## src/rtl/seven_segment_scan_controller_if.sv

```systemverilog
// Load handshake between the processor output port and the seven-segment controller.
// The master presents a binary value; the controller raises loadReady while idle.
interface seven_segment_scan_controller_if #(
   parameter int WIDTH = 13
);
   logic             loadValid;
   logic             loadReady;
   logic [WIDTH-1:0] value;

   modport master (
      output loadValid,
      output value,
      input  loadReady
   );

   modport slave (
      input  loadValid,
      input  value,
      output loadReady
   );
endinterface

```

## src/rtl/seven_segment_scan_controller.sv

```systemverilog
// Binary-to-BCD (double-dabble) front end for the multiplexed seven-segment display.
// The result is held in display registers and scanned onto one shared digit decoder.
module seven_segment_scan_controller #(
   parameter int DIGITS   = 4,
   parameter int WIDTH    = 13,
   parameter int SCAN_DIV = 1000
) (
   input  logic                                  clock,
   input  logic                                  resetN,
   seven_segment_scan_controller_if.slave        loadBus,
   output logic [3:0]                            digitNumber,
   output logic [DIGITS-1:0]                     digitSelect,
   output logic                                  overflow
);

   localparam int BCD_W  = 4 * DIGITS;
   localparam int ITER_W = $clog2(WIDTH + 1);
   localparam int PRE_W  = (SCAN_DIV > 1) ? $clog2(SCAN_DIV) : 1;
   localparam int IDX_W  = (DIGITS > 1) ? $clog2(DIGITS) : 1;
   localparam logic [63:0] MAX_VALUE = 64'(10 ** DIGITS - 1);

   typedef enum logic [1:0] {
      IDLE    = 2'd0,
      CONVERT = 2'd1,
      COMMIT  = 2'd2
   } state_t;

   state_t                   r_state;
   state_t                   w_nextState;
   logic                     w_loadReady;
   logic                     w_accept;

   logic [WIDTH-1:0]         r_shift;
   logic [BCD_W-1:0]         r_bcd;
   logic [BCD_W-1:0]         w_adjusted;
   logic [ITER_W-1:0]        r_iter;
   logic                     r_ovfPending;
   logic [63:0]              w_valueWide;

   logic [DIGITS-1:0][3:0]   r_display;
   logic [DIGITS-1:0][3:0]   w_blanked;
   logic                     w_seen;
   logic                     r_overflow;

   logic [PRE_W-1:0]         r_prescale;
   logic [IDX_W-1:0]         r_index;

   always_ff @(posedge clock or negedge resetN) begin
      if (!resetN) begin
         r_state <= IDLE;
      end else begin
         r_state <= w_nextState;
      end
   end

   always_comb begin
      w_nextState = r_state;
      w_loadReady = 1'b0;
      w_accept    = 1'b0;
      case (r_state)
         IDLE: begin
            w_loadReady = 1'b1;
            if (loadBus.loadValid) begin
               w_accept    = 1'b1;
               w_nextState = CONVERT;
            end
         end
         CONVERT: begin
            if (r_iter == ITER_W'(WIDTH - 1)) begin
               w_nextState = COMMIT;
            end
         end
         COMMIT: begin
            w_nextState = IDLE;
         end
         default: begin
            w_nextState = IDLE;
         end
      endcase
   end

   assign loadBus.loadReady = w_loadReady;
   assign w_valueWide       = 64'(loadBus.value);

   // Add-3 stays inside each nibble; a digit never carries into its neighbour here.
   always_comb begin
      w_adjusted = r_bcd;
      for (int i = 0; i < DIGITS; i++) begin
         if (r_bcd[4*i +: 4] >= 4'd5) begin
            w_adjusted[4*i +: 4] = r_bcd[4*i +: 4] + 4'd3;
         end
      end
   end

   always_ff @(posedge clock or negedge resetN) begin
      if (!resetN) begin
         r_shift      <= '0;
         r_bcd        <= '0;
         r_iter       <= '0;
         r_ovfPending <= 1'b0;
         r_display    <= '0;
         r_overflow   <= 1'b0;
      end else begin
         case (r_state)
            IDLE: begin
               if (w_accept) begin
                  r_shift      <= loadBus.value;
                  r_bcd        <= '0;
                  r_iter       <= '0;
                  r_ovfPending <= (w_valueWide > MAX_VALUE);
               end
            end
            CONVERT: begin
               r_bcd   <= {w_adjusted[BCD_W-2:0], r_shift[WIDTH-1]};
               r_shift <= {r_shift[WIDTH-2:0], 1'b0};
               r_iter  <= r_iter + 1'b1;
            end
            COMMIT: begin
               if (r_ovfPending) begin
                  r_display  <= '1;
                  r_overflow <= 1'b1;
               end else begin
                  r_display  <= r_bcd;
                  r_overflow <= 1'b0;
               end
            end
            default: begin
               r_iter <= '0;
            end
         endcase
      end
   end

   // Scan timing is free-running so the display never stalls while a value converts.
   always_ff @(posedge clock or negedge resetN) begin
      if (!resetN) begin
         r_prescale <= '0;
         r_index    <= '0;
      end else if (r_prescale == PRE_W'(SCAN_DIV - 1)) begin
         r_prescale <= '0;
         if (r_index == IDX_W'(DIGITS - 1)) begin
            r_index <= '0;
         end else begin
            r_index <= r_index + 1'b1;
         end
      end else begin
         r_prescale <= r_prescale + 1'b1;
      end
   end

   always_comb begin
      w_seen    = 1'b0;
      w_blanked = r_display;
      for (int i = DIGITS - 1; i >= 1; i--) begin
         if (r_display[i] != 4'd0) begin
            w_seen = 1'b1;
         end
         if (!w_seen) begin
            w_blanked[i] = 4'hF;
         end
      end
   end

   assign digitNumber = w_blanked[r_index];
   assign digitSelect = ~(DIGITS'(1) << r_index);
   assign overflow    = r_overflow;

endmodule

```

## src/flat_wrapper.sv

```systemverilog
// flat-port wrapper written by rule: the top's interface ports become plain ports
module seven_segment_scan_controller_flat 
#(
   parameter int DIGITS   = 4,
   parameter int WIDTH    = 13,
   parameter int SCAN_DIV = 1000
)
  (clock, resetN, digitNumber, digitSelect, overflow, loadBus_loadValid, loadBus_value, loadBus_loadReady);
  seven_segment_scan_controller_if #(.WIDTH(WIDTH)) loadBus_i ();
  input  logic clock;
  input  logic resetN;
  output logic [3:0] digitNumber;
  output logic [DIGITS-1:0] digitSelect;
  output logic overflow;
  input wire logic [$bits(loadBus_i.loadValid)-1:0] loadBus_loadValid;
  input wire logic [$bits(loadBus_i.value)-1:0] loadBus_value;
  output wire logic [$bits(loadBus_i.loadReady)-1:0] loadBus_loadReady;
  assign loadBus_i.loadValid = loadBus_loadValid;
  assign loadBus_i.value = loadBus_value;
  assign loadBus_loadReady = loadBus_i.loadReady;
  seven_segment_scan_controller #(.DIGITS(DIGITS), .WIDTH(WIDTH), .SCAN_DIV(SCAN_DIV)) u_core (.clock(clock), .resetN(resetN), .loadBus(loadBus_i), .digitNumber(digitNumber), .digitSelect(digitSelect), .overflow(overflow));
endmodule
```

## config.mk

```make
export PLATFORM = sky130hd
export DESIGN_NAME = seven_segment_scan_controller_flat
export DESIGN_NICKNAME = d
export VERILOG_FILES = /design/src/rtl/seven_segment_scan_controller_if.sv /design/src/rtl/seven_segment_scan_controller.sv /design/src/flat_wrapper.sv
export SDC_FILE = /design/constraint.sdc
export NUM_CORES = 1
export LEC_CHECK = 0
export CORE_MARGIN = 10
export CORE_UTILIZATION = 55
export DETAILED_ROUTE_END_ITERATION = 8
export PLACE_DENSITY = 0.76
export RECOVER_POWER = 25
export SKIP_CTS_REPAIR_TIMING = 1
export SLEW_MARGIN = 40
export SYNTH_ARGS = -nofsm -noshare
export SYNTH_HDL_FRONTEND = slang
export SYNTH_SLANG_ARGS = --single-unit
export TNS_END_PERCENT = 10
```

## constraint.sdc

```tcl
create_clock -name clock -period 1.75 [get_ports clock]
set_input_delay 0.35 -clock clock [delete_from_list [all_inputs] [get_ports clock]]
set_output_delay 0.35 -clock clock [all_outputs]
set_load 0.02 [all_outputs]
```

Word-level counts from Yosys, hierarchy flattened
Cells that the tools add are included.

operators by class
  bitwise logic cells = 2
  reduce and logical (&&, ||, !) cells = 9
  equality and inequality tests = 8
  add/sub/neg operators = 7
  shifts and indexed selects = 1
  order comparisons = 6
  multiplexer cells = 28

operators with widths
  operator                                                                              count
  16-bit two-way mux                                                                    2
  4-bit two-way mux                                                                     8
  16-bit one-hot mux with 2 select lines                                                1
  13-bit one-hot mux with 2 select lines                                                1
  4-bit by 3-bit greater-or-equal comparator with 1-bit output (second input constant)  4
  13-bit by 14-bit > comparator with 1-bit output (second input constant)               1
  13-bit two-way mux                                                                    1
  4-bit by 2-bit adder with 4-bit output (second input constant)                        3
  4-bit one-hot mux with 3 select lines                                                 1
  4-bit nonzero test                                                                    3
  10-bit by 1-bit adder with 10-bit output (second input constant)                      1
  10-bit == test (second input constant)                                                1
  10-bit two-way mux                                                                    1
  4-bit binary-select mux with 2-bit select                                             1
  2-bit AND reduction                                                                   4
  1-bit two-way mux                                                                     7
  2-bit two-way mux                                                                     3
  4-bit by 1-bit adder with 4-bit output (second input constant)                        1
  2-bit == test (second input constant)                                                 2
  4-bit == test (second input constant)                                                 1
  2-bit by 1-bit inequality test with 1-bit output (second input constant)              2
  4-bit inverter                                                                        1
  2-bit one-hot mux with 2 select lines                                                 1
  1-bit by 2-bit << shifter with 4-bit output (first input constant)                    1
  other kinds (9)                                                                       9

storage, ports and cells
  register bits = 65
  output and inout bits = 10
  bits of input ports = 16
  word-level logic and storage cells = 73

Logic depth before layout (Yosys ltp)
  word-level depth = 7
  gate-level depth with buffers = 5
  depth with buffers taken out = 5

Worst setup path after synthesis
OpenSTA, ideal clock, no wires.

  path type = register -> output
  start = register u_core.r_display[13] (netlist name)
  end = output digitNumber[0]
  cell stages (with the launch flop) = 4
  data required time = 1400 ps
  arrival = 1553 ps
  slack = -153 ps
  path buffers = 0
  cells stage by stage = dfrtp_1 -> nor4_4 -> a311oi_1 -> o32ai_1

on the way
  longest elaborated chain between the ends = 7
  elaborated cells on any way between the ends = 9
  those cells by class = mux: 8; reduce/logical: 1

RTL lines
  what                                           line                                  RTL
  from (decl)                                    seven_segment_scan_controller.sv:40   logic [DIGITS-1:0][3:0] r_display;
  from (signal assigned)                         seven_segment_scan_controller.sv:123  r_display <= r_bcd;
  4-bit nonzero test (*)                         seven_segment_scan_controller.sv:155  if (r_display[i] != 4'd0) begin
  1-bit two-way mux (*)                          seven_segment_scan_controller.sv:155
  1-bit two-way mux (2 in series)                seven_segment_scan_controller.sv:155
  4-bit two-way mux                              seven_segment_scan_controller.sv:158  if (!w_seen) begin
  4-bit binary-select mux with 2-bit select (*)  seven_segment_scan_controller.sv:164  assign digitNumber = w_blanked[r_index];
  4-bit two-way mux (not written as such) (*)    seven_segment_scan_controller.sv:164
  to (decl)                                      flat_wrapper.sv:12                    output logic [3:0] digitNumber;

Mark *: on every way between the ends. The rest lies on a longest branch, timed or not. The select of a mux whose other input is x is not followed.

Final worst setup path
  start = register u_core.r_display[13] (netlist name)
  end = output digitNumber[1]

on the way
  longest elaborated chain between the ends = 7
  elaborated cells on any way between the ends = 9
  those cells by class = mux: 8; reduce/logical: 1

RTL lines
  what                                           line
  4-bit nonzero test                             seven_segment_scan_controller.sv:155
  1-bit two-way mux (3 in series)                seven_segment_scan_controller.sv:155
  4-bit two-way mux                              seven_segment_scan_controller.sv:158
  4-bit binary-select mux with 2-bit select (*)  seven_segment_scan_controller.sv:164
  4-bit two-way mux (not written as such) (*)    seven_segment_scan_controller.sv:164

Marked as above.

==> reports/metrics.csv <==
metric,value,unit
critical path required time,1.40,ns
port bufs,24,
Via density,5.989,
H-tree Lvls,3,
Ports,26,
drt drc,0,
minimum hold slack,0.4899,ns
clock slew at the register clock pins of the worst setup and hold paths,0.07,ns
"commonest non-fill, non-tap cell in the layout",dfrtp_1,
area of the multi-input gates,1673,sq um
register area,1579,sq um
status,"complete, but fails checks",
CTS tree,built,
CTS Buffer Depth,2,
Layout area overhead,21.68,%
GP Congestion,0.8189,
Clock Latency Late Sink,0.32,ns
unique cell type count in the Yosys netlist,44,
clock power share,23.0,%
RSZ-0062 raised after global routing,true,
Highest Clock Rate,469.9,MHz
DIE HEIGHT,98.62,um
"commonest non-fill, non-tap cells in the layout","dfrtp_1, buf_4, o21ai_0",
GRT overflow,0,
Antenna diodes,0,
DR vias,2725,
final wirelength,7363,um
failing checks,negative setup slack,
Internal,0.003962,W
root buf cell,clkbuf_8,
Leak,1.819,nW
Worst VDD drop,0.8659,mV
Slew @ Worst Pin,0.6709,ns
"EDFF count, synth",0,
crit-path max FO,4,
# fillers,469,
Syn. warnings,0,
synthesized area,3400,sq um
ys async rst share,100.0,%
CP Launch Type,flip-flop,
largest net degree at the start of global routing,33,
Sink Count,63,
initial drt markers,98,
layout cells sized above 1,23.42,%
Final Core Density,69.45,%
WL/cell,16.18,um
Crit Path Class,flip-flop to primary output,
TritonRoute pass-1 iters,4,
Avg Inst Size Synth,10.49,sq um
final antenna-violating net count,0,
core area,5956,sq um
post-synthesis sequential area ratio,46.37,%
clock skew,0.008819,ns
Crit. End Element,primary output,
Critical Path AT,1.78,ns
Num CTS Buffers,9,
final net count,406,
die area,9726,sq um
final setup vio count,4,
antenna violations before repair,0,
max-cap viol count,0,
P_sw,0.002155,W
Slew Limit Fails,0,
class of the worst hold path,flip-flop to flip-flop,
Final Critical Period,2.128,ns
Syn Inst Count,324,
site row count,28,
#FFs+latches synth,63,
final hold violation count,0,
part of the power in registers,38.9,%
relative slew slack,55.28,%
Starting Density,57.08,%
post-DP HPWL,5212,um
setup TNS,-1.298,ns
Die Span X,98.62,um
Comb pwr share,38.1,%
Setup WS post-layout,-0.3782,ns
Post-Syn Nets,355,
dominant synthesized flop cell,dfrtp_1,
sw frac,35.23,%
Tcrit/Tclk final,121.6,%
total track usage,15.68,%
Pwr Density,1479,nW/um^2
vias in the first global route,2787,
first-pass GRT wire length,12900,um
-- kinds of logic (layout without fill, tap and decap cells) --
kind of cell             Yosys count  count (layout)  share of synthesized area (%)
AO/OA/AOI/OAI                    109             109                          22.30
XOR/XNOR                           8               8                          2.061
buffers and inverters             41              97                          5.005
multiplexers                      19              19                          6.294
flip-flops                        63              63                          46.37
AND/OR/NAND/NOR                   68              68                          12.33
other                              1               1                         0.1103
adder cells (fa/ha/maj)           15              15                          5.521
-- routing by layer --
layer	global-route usage, %	wire, um
met1	19.81	3393
met5	0	0
met4	6.836	99
met2	25.06	3582
met3	3.631	287
-- cells in the mapped netlist (2+ instances only) --
cell	instances	area [sq um]
nor3_1	4	20.02
buf_2	9	45.04
a21oi_1	17	85.08
o32ai_1	5	43.79
nand2b_1	2	12.51
mux2_2	19	214.0
dfrtp_1	63	1577
o21bai_1	2	15.01
nor2b_1	20	125.1
a311oi_1	4	35.03
a211oi_1	4	30.03
o22ai_1	4	25.02
a22oi_1	12	90.09
o31ai_1	5	37.54
or3_1	4	25.02
o21a_1	4	30.03
o311ai_0	4	35.03
a32o_1	4	40.04
xnor2_1	5	43.79
o221ai_1	4	35.03
nand2_1	15	56.30
o21ai_0	26	130.1
nand3_1	6	30.03
clkbuf_1	6	22.52
o2111ai_1	8	70.07
nor2_1	8	30.03
xor2_1	3	26.28
inv_1	24	90.09
ha_1	15	187.7
nor4_4	3	63.81
nand3_2	2	20.02
-- stage by stage --
step	total power (W)	worst slack [ns]	instances	instance area [sq um]
6_report	0.006117	-0.3782	455	4136
5_1_grt	0.006583	-0.4886	455	4136
4_1_cts	0.006157	-0.8926	454	4148
3_5_place_dp	0.004726	-0.5275	438	3924
3_3_place_gp	0.004611	-0.4181	438	3924
2_1_floorplan	0.003883	-0.1529	324	3407
-- worst paths after layout --
path | from | end | slack, ns | cells after the start
min reg2reg | u_core.r_prescale[0] | u_core.r_prescale[0] | 0.49 | 1
max in group asynchronous | resetN | u_core.r_index[0] | 0.20 | 3
min in group asynchronous | resetN | u_core.r_display[10] | 0.57 | 2
min | u_core.r_prescale[0] | u_core.r_prescale[0] | 0.49 | 1
max | u_core.r_display[13] | digitNumber[1] | -0.38 | 5
max reg2reg | u_core.r_bcd[4] | u_core.r_bcd[6] | 0.15 | 5
-- critical path, stage by stage, from the launching register on --
cell and delay (ns):
dfrtp_1 0.44, o41ai_2 0.37, buf_4 0.17, o21ai_0 0.10
o22ai_1 0.21, buf_4 0.18
-- state kept, by name (all words and copies together), names as in the netlist --
register and cells:
u_core.r_index 2, u_core.r_prescale 10, u_core.r_state 2, u_core.r_display 16
u_core.r_iter 4, u_core.r_shift 13, u_core.r_bcd 16
-- power groups by stage --
stage | logic (W) | registers, W | clock network [W]
2_1_floorplan | 0.00163 | 0.00225 | 0
3_3_place_gp | 0.00227 | 0.00234 | 0
3_5_place_dp | 0.00235 | 0.00237 | 0
4_1_cts | 0.00237 | 0.00236 | 0.00143
5_1_grt | 0.00264 | 0.00244 | 0.00150
6_report | 0.00233 | 0.00238 | 0.00141
-- cell type report --
type                       instances  share of cell area [%]
clock buffer                      13                   3.841
clock inverter                     3                   1.573
inverter                          24                   2.178
multi-input combinational        220                   40.44
sequential                        63                   38.17
tap                               75                   2.269
timing repair buffer              57                   11.52
(Power assumes the default switching activity.)
